File: config.mk
export PLATFORM = sky130hd
export DESIGN_NAME = mem_port_arbiter
export DESIGN_NICKNAME = d
export VERILOG_FILES = /design/src/rtl/mem_port_arbiter.sv
export SDC_FILE = /design/constraint.sdc
export NUM_CORES = 1
export LEC_CHECK = 0
export ABC_AREA = 1
export BUFFER_PORTS_ARGS = -buffer_cell sky130_fd_sc_hd__buf_2
export CAP_MARGIN = 20
export CORE_AREA = 2 2 120 122
export CTS_CLUSTER_SIZE = 28
export DETAILED_ROUTE_END_ITERATION = 10
export DIE_AREA = 0 0 122 124
export GPL_TIMING_DRIVEN = 0
export RECOVER_POWER = 50
export SYNTH_ARGS = -nofsm -noshare
export SYNTH_HDL_FRONTEND = slang
export SYNTH_SLANG_ARGS = --single-unit
File: constraint.sdc
create_clock -name clk -period 1.4 [get_ports clk]
set_input_delay 0.28 -clock clk [delete_from_list [all_inputs] [get_ports clk]]
set_output_delay 0.28 -clock clk [all_outputs]
set_load 0.005 [all_outputs]
File: src/rtl/mem_port_arbiter.sv
// Two-requester round-robin arbiter onto a single valid/ready memory port.
// The grant is held for the whole access; a watchdog force-completes hung accesses with an error flag.
module mem_port_arbiter #(
  parameter int ADDR_W  = 32,
  parameter int TIMEOUT = 1024
) (
  input  logic              clk,
  input  logic              reset,
  input  logic              m0_valid,
  output logic              m0_ready,
  input  logic [ADDR_W-1:0] m0_addr,
  input  logic [31:0]       m0_wdata,
  input  logic [3:0]        m0_wstrb,
  output logic [31:0]       m0_rdata,
  output logic              m0_err,
  input  logic              m1_valid,
  output logic              m1_ready,
  input  logic [ADDR_W-1:0] m1_addr,
  input  logic [31:0]       m1_wdata,
  input  logic [3:0]        m1_wstrb,
  output logic [31:0]       m1_rdata,
  output logic              m1_err,
  output logic              s_valid,
  input  logic              s_ready,
  output logic [ADDR_W-1:0] s_addr,
  output logic [31:0]       s_wdata,
  output logic [3:0]        s_wstrb,
  input  logic [31:0]       s_rdata
);

  typedef enum logic [1:0] {IDLE, GRANT0, GRANT1} state_t;

  localparam int CNT_W = (TIMEOUT > 0) ? $clog2(TIMEOUT + 1) : 1;
  localparam logic [CNT_W-1:0] CNT_LAST = (TIMEOUT > 0) ? CNT_W'(TIMEOUT - 1) : '0;

  state_t           state, state_nxt;
  logic             last_grant;
  logic [CNT_W-1:0] count;
  logic             enter;
  logic             timeout;
  logic             done;

  // s_valid depends only on registered state, never on s_ready
  assign s_valid  = (state != IDLE);
  assign m0_rdata = s_rdata;
  assign m1_rdata = s_rdata;

  always_comb begin
    state_nxt = state;
    enter     = 1'b0;
    timeout   = (TIMEOUT > 0) && (count == CNT_LAST) && !s_ready;
    done      = 1'b0;
    m0_ready  = 1'b0;
    m0_err    = 1'b0;
    m1_ready  = 1'b0;
    m1_err    = 1'b0;
    s_addr    = (state == GRANT1) ? m1_addr  : m0_addr;
    s_wdata   = (state == GRANT1) ? m1_wdata : m0_wdata;
    s_wstrb   = (state == GRANT1) ? m1_wstrb : m0_wstrb;
    case (state)
      IDLE: begin
        if (m0_valid && m1_valid) begin
          state_nxt = last_grant ? GRANT0 : GRANT1;
          enter     = 1'b1;
        end else if (m0_valid) begin
          state_nxt = GRANT0;
          enter     = 1'b1;
        end else if (m1_valid) begin
          state_nxt = GRANT1;
          enter     = 1'b1;
        end
      end
      GRANT0: begin
        done     = m0_valid && (s_ready || timeout);
        m0_ready = done;
        m0_err   = m0_valid && timeout;
        if (!m0_valid) begin
          state_nxt = IDLE;
        end else if (done) begin
          state_nxt = m1_valid ? GRANT1 : IDLE;
          enter     = m1_valid;
        end
      end
      GRANT1: begin
        done     = m1_valid && (s_ready || timeout);
        m1_ready = done;
        m1_err   = m1_valid && timeout;
        if (!m1_valid) begin
          state_nxt = IDLE;
        end else if (done) begin
          state_nxt = m0_valid ? GRANT0 : IDLE;
          enter     = m0_valid;
        end
      end
      default: state_nxt = IDLE;
    endcase
  end

  // Entering a grant records the winner and restarts the watchdog; the counter saturates
  always_ff @(posedge clk) begin
    if (reset) begin
      state      <= IDLE;
      last_grant <= 1'b1;
      count      <= '0;
    end else begin
      state <= state_nxt;
      if (enter) begin
        last_grant <= (state_nxt == GRANT1);
        count      <= '0;
      end else if (state != IDLE && count != '1) begin
        count <= count + 1'b1;
      end
    end
  end

endmodule

=== After elaboration in Yosys (flattened, before gate mapping) ===
Index checks and enable logic that the tools add are counted.

* Memories kept: 0
* Bits in read-only memories: 0
* Flip-flop bits (word level): 14
* Output and inout port bits: 137
* Logic and storage cells: 47
* RAM bits: 0
* Bits of input ports: 173
* Latch bits: 0

* $mul: 0
* Equal/unequal tests: 5
* Shift-type cells: 0
* Reduce and logical (&&, ||, !) cells: 12
* Magnitude comparators: 0
* Divide/modulo/power cells: 0
* Muxes and demuxes: 26
* Add/sub/neg operators: 1
* Bitwise operators: 0

{| class="wikitable"
|+ Operators with widths
! operator !! number
|-
| 32-bit two-way mux || 2
|-
| 2-bit two-way mux || 9
|-
| 1-bit two-way mux || 12
|-
| 11-bit by 1-bit adder with 11-bit output, second input constant || 1
|-
| 11-bit by 10-bit == test with 1-bit output, second input constant || 1
|-
| 11-bit inequality test, second input constant || 1
|-
| 1-bit logical AND || 7
|-
| 2-bit one-hot mux with 3 select lines || 1
|-
| 2-bit == test, second input constant || 2
|-
| 4-bit two-way mux || 1
|-
| 1-bit one-hot mux with 3 select lines || 1
|-
| 2-bit by 1-bit == test with 1-bit output, second input constant || 1
|-
| 2-bit zero test || 1
|-
| 2-bit nonzero test || 1
|-
| 2-bit OR reduction || 1
|-
| 1-bit zero test || 1
|-
| 1-bit logical OR || 1
|}

=== Logic depth before layout (Yosys ltp) ===
* Depth in word-level cells: 8
* Gate-level depth with buffers: 11
* Mapped depth without buffers: 11

=== Worst setup path before layout ===
No wires, ideal clock.

* Path type: register to output
* Start: register count[0]
* End: output port m0_ready
* Arrival: 1.174 ns
* Stages on the path, launching flop included: 8
* Slack: -0.054 ns
* Cells stage by stage: dfxtp_1 > ha_1 > nand2_2 > nor2_4 > nand3_2 > nand2_4 > inv_1 > nor3_1

* Longest elaborated chain between the ends: 5

{| class="wikitable"
|+ Ends and longest elaborated chain
! item !! line !! text
|-
| start, declared || 38 || <nowiki>logic [CNT_W-1:0] count;</nowiki>
|-
| start signal, assigned || 111 || <nowiki>count <= count + 1'b1;</nowiki>
|-
| 11-bit by 10-bit == test with 1-bit output || 51 || <nowiki>timeout = (TIMEOUT > 0) && (count == CNT_LAST) && !s_ready;</nowiki>
|-
| 1-bit logical AND || 51 ||
|-
| 1-bit logical OR || 74 || <nowiki>done = m0_valid && (s_ready || timeout);</nowiki>
|-
| 1-bit logical AND || 74 ||
|-
| 1-bit two-way mux || 60 || <nowiki>case (state)</nowiki>
|-
| end, declared || 10 || <nowiki>output logic m0_ready,</nowiki>
|}

Every way passes these cells.

=== Worst setup path after layout ===
Same ends and word-level chain as after synthesis.

==> impl_metrics.env <==
export IMPL_fin_crit_sh=1.26
export IMPL_yosys_top_cells_area="nand2_1 (40%), buf_4 (22%), dfxtp_1 (13%), nor2_2 (3.6%), inv_1 (3.2%)"
export IMPL_p_comb_frac=0.652
export IMPL_insertion_delay_ns=0.25
export IMPL_finalSetupViolCount=86
export IMPL_swShare=0.358
export IMPL_numCtsBuffers=3
export IMPL_fillers=1484
export IMPL_met1_usage=0.181
export IMPL_fin_crit_ns=1.76
export IMPL_yosysMostFrequentCell="nand2_1"
export IMPL_hp_start="reset"
export IMPL_cp_startpoint="count[0]"
export IMPL_num_vias=3567
export IMPL_clock_sinks=14
export IMPL_place_gp_congestion=0.805
export IMPL_finClkSkew_ns=0.00122
export IMPL_antenna_left=0
export IMPL_cts_path_max_buffers=2
export IMPL_min_to="state[1]"
export IMPL_antenna_found_initial=0
export IMPL_layout_drive_gt1_share=0.764
export IMPL_p_clk_frac=0.205
export IMPL_area_delta_synth_final_pct=141
export IMPL_yosysSeqAreaShare=0.126
export IMPL_grt_max_degree=11
export IMPL_status="finished, violations left"
export IMPL_top_usage_layer="met2"
export IMPL_wl_mm=12.5
export IMPL_core_area_sq_mm=0.0137
export IMPL_synth_top_flop_cell="dfxtp_1"
export IMPL_nets=913
export IMPL_rsz0062_at_grt="yes"
export IMPL_cp_required_ns=1.12
export IMPL_met3_usage=0.0142
export IMPL_drtPass1Iterations=4
export IMPL_use_met2=0.248
export IMPL_place_area_sq_mm=0.00385
export IMPL_grt_pass1_vias=3243
export IMPL_grt_overflow=0
export IMPL_r2r_end="count[5]"
export IMPL_place_ws_ns=-0.679
export IMPL_cp_start_kind="flop"
export IMPL_failed_checks="negative setup slack"
export IMPL_die_w_um=122
export IMPL_io_buffers=277
export IMPL_start_util=0.162
export IMPL_p_per_area_mw_per_mm2=557
export IMPL_gr_usage_all_layers=0.139
export IMPL_io_pins=310
export IMPL_p_seq_frac=0.144
export IMPL_r2r_setup_slack_ns=-0.25
export IMPL_yosysTopAreaCell="nand2_1"
export IMPL_syn_inst=413
export IMPL_reg2reg_from="count[0]"
export IMPL_worst_pin_slew_ns=0.317
export IMPL_insertedDiodeCount=0
export IMPL_hold_buffers=0
export IMPL_synth_common_cells="nand2_1 (236), buf_4 (64), inv_1 (19)"
export IMPL_hold_class="input pin to flop"
export IMPL_vias_per_cell=3.89
export IMPL_cp_max_fo=5
export IMPL_drtIter0Drc=125
export IMPL_yosysTopAreaCellShare=0.398
export IMPL_cts_tree="built"
export IMPL_ys_seq_elements=14
export IMPL_p_sw_w=0.00107
export IMPL_root_buffer="clkbuf_16"
export IMPL_final_area_sq_mm=0.00536
export IMPL_setup_slack_ns=-0.359
export IMPL_synth_avg_cell_area_sq_um=5.40
export IMPL_crit_type="flop to output port"
export IMPL_synth_nets=587
export IMPL_maxSlewViolCount=0
export IMPL_htreeDepth=1
export IMPL_synth_edf_count=0
export IMPL_die_area_sq_mm=0.0151
export IMPL_finalHoldViolations=0
export IMPL_grt_pass1_wl_mm=16.5
export IMPL_cap_violations=0
export IMPL_min_path_cells=2
export IMPL_worstPathArrival_ns=1.48
export IMPL_synth_warnings=0
export IMPL_dp_hpwl_mm=9.21
export IMPL_endpoint_kind="output port"
export IMPL_internal_power_w=0.00192
export IMPL_max_freq_mhz=569
export IMPL_relSlewSlack=0.787
export IMPL_setup_tns_ns=-20.04
export IMPL_clk_pin_slew_ns=0.05
export IMPL_synth_cell_types=31
export IMPL_die_h_um=124
export IMPL_syn_cell_area_sq_mm=0.00223
export IMPL_ir_drop_v=0.000332
export IMPL_ys_async_sr_fraction=0
export IMPL_wl_per_cell_um=13.6
export IMPL_p_leak_nw=3.00
export IMPL_rr_worst_depth=11
export IMPL_fp_row_count=43
export IMPL_drc=0
[layer usage]
metal | up-vias | share of wire
li1 | 1836 | -
met1 | 1584 | 0.40
met2 | 134 | 0.53
met3 | 13 | 0.050
met4 | 0 | 0.018
met5 | - | 0
[worst max-delay path, stage by stage (launching register included)]
cell and delay (ns):
dfxtp_2 0.34, ha_4 0.15, nand2_4 0.05, nor2_4 0.14, nand3_2 0.12, nand2_4 0.09, inv_4 0.04, nor3_2 0.14
buf_2 0.14
[how the worst max path moves through the flow]
stage / end / slack, ns
2_1_floorplan: count[5] / 0.007
5_1_grt: m0_ready / -0.45
3_3_place_gp: s_wdata[29] / -0.69
6_report: m0_ready / -0.36
3_5_place_dp: s_wdata[29] / -0.68
4_1_cts: m0_err / -0.34
[cells by family after synthesis]
group / after synthesis / share of synthesized area
simple gates: 284 / 0.538
buf+inv: 100 / 0.286
flops: 14 / 0.126
compound gates: 8 / 0.0208
xor+xnor: 6 / 0.0236
fa+ha+maj: 1 / 0.00561
[sequential cells by signal, indices dropped and copies added, names as in the netlist]
| name | flops |
|---|---|
| state | 2 |
| last_grant | 1 |
| count | 11 |
[layout by cell type, fill, tap and decap left out, drive strengths merged, types with 3 or more instances in the layout]
cell,instances
inv,20
nor3,5
o21ai,4
xnor2,3
nand3,11
dfxtp,14
buf,357
nor2,23
xor2,3
nand2,240
clkbuf,46
[power by group through the flow]
stage / registers [W] / logic [W] / clock network (W)
final: 0.000429 / 0.00195 / 0.000611
after global routing: 0.000430 / 0.00210 / 0.000638
after CTS: 0.000429 / 0.00169 / 0.000619
after detailed placement: 0.000432 / 0.00123 / 0
after global placement: 0.000432 / 0.00123 / 0
after floorplan: 0.000430 / 0.000597 / 0
[per-stage QoR]
stage	utilization	std cells	total power (W)	hold WS, ns
after floorplan	-	413	0.00103	0.349
after global placement	0.281	870	0.00166	0.494
after detailed placement	0.281	870	0.00167	0.501
after CTS	0.353	905	0.00274	0.237
after global routing	0.391	918	0.00317	0.242
final	0.391	918	0.00299	0.239
[what timing repair did]
item                                    4_1_cts  5_1_grt
gates resized for setup                     163      120
gates cloned                                  8        4
pin swaps                                    23       47
endpoints found under the setup margin       86       87
setup buffers                                23       12
[layout make-up]
cell class | instances | area [sq um] | share of cell area
repair buffers | 323 | 2120 | 0.395
well taps | 180 | 225 | 0.0420
clock buffers | 4 | 88.8 | 0.0166
plain buffers | 76 | 684 | 0.128
flip-flops and latches | 14 | 288 | 0.0537
inverters | 21 | 98.8 | 0.0184
multi-input cells | 300 | 1860 | 0.346
Power figures use the tool's default switching activity.
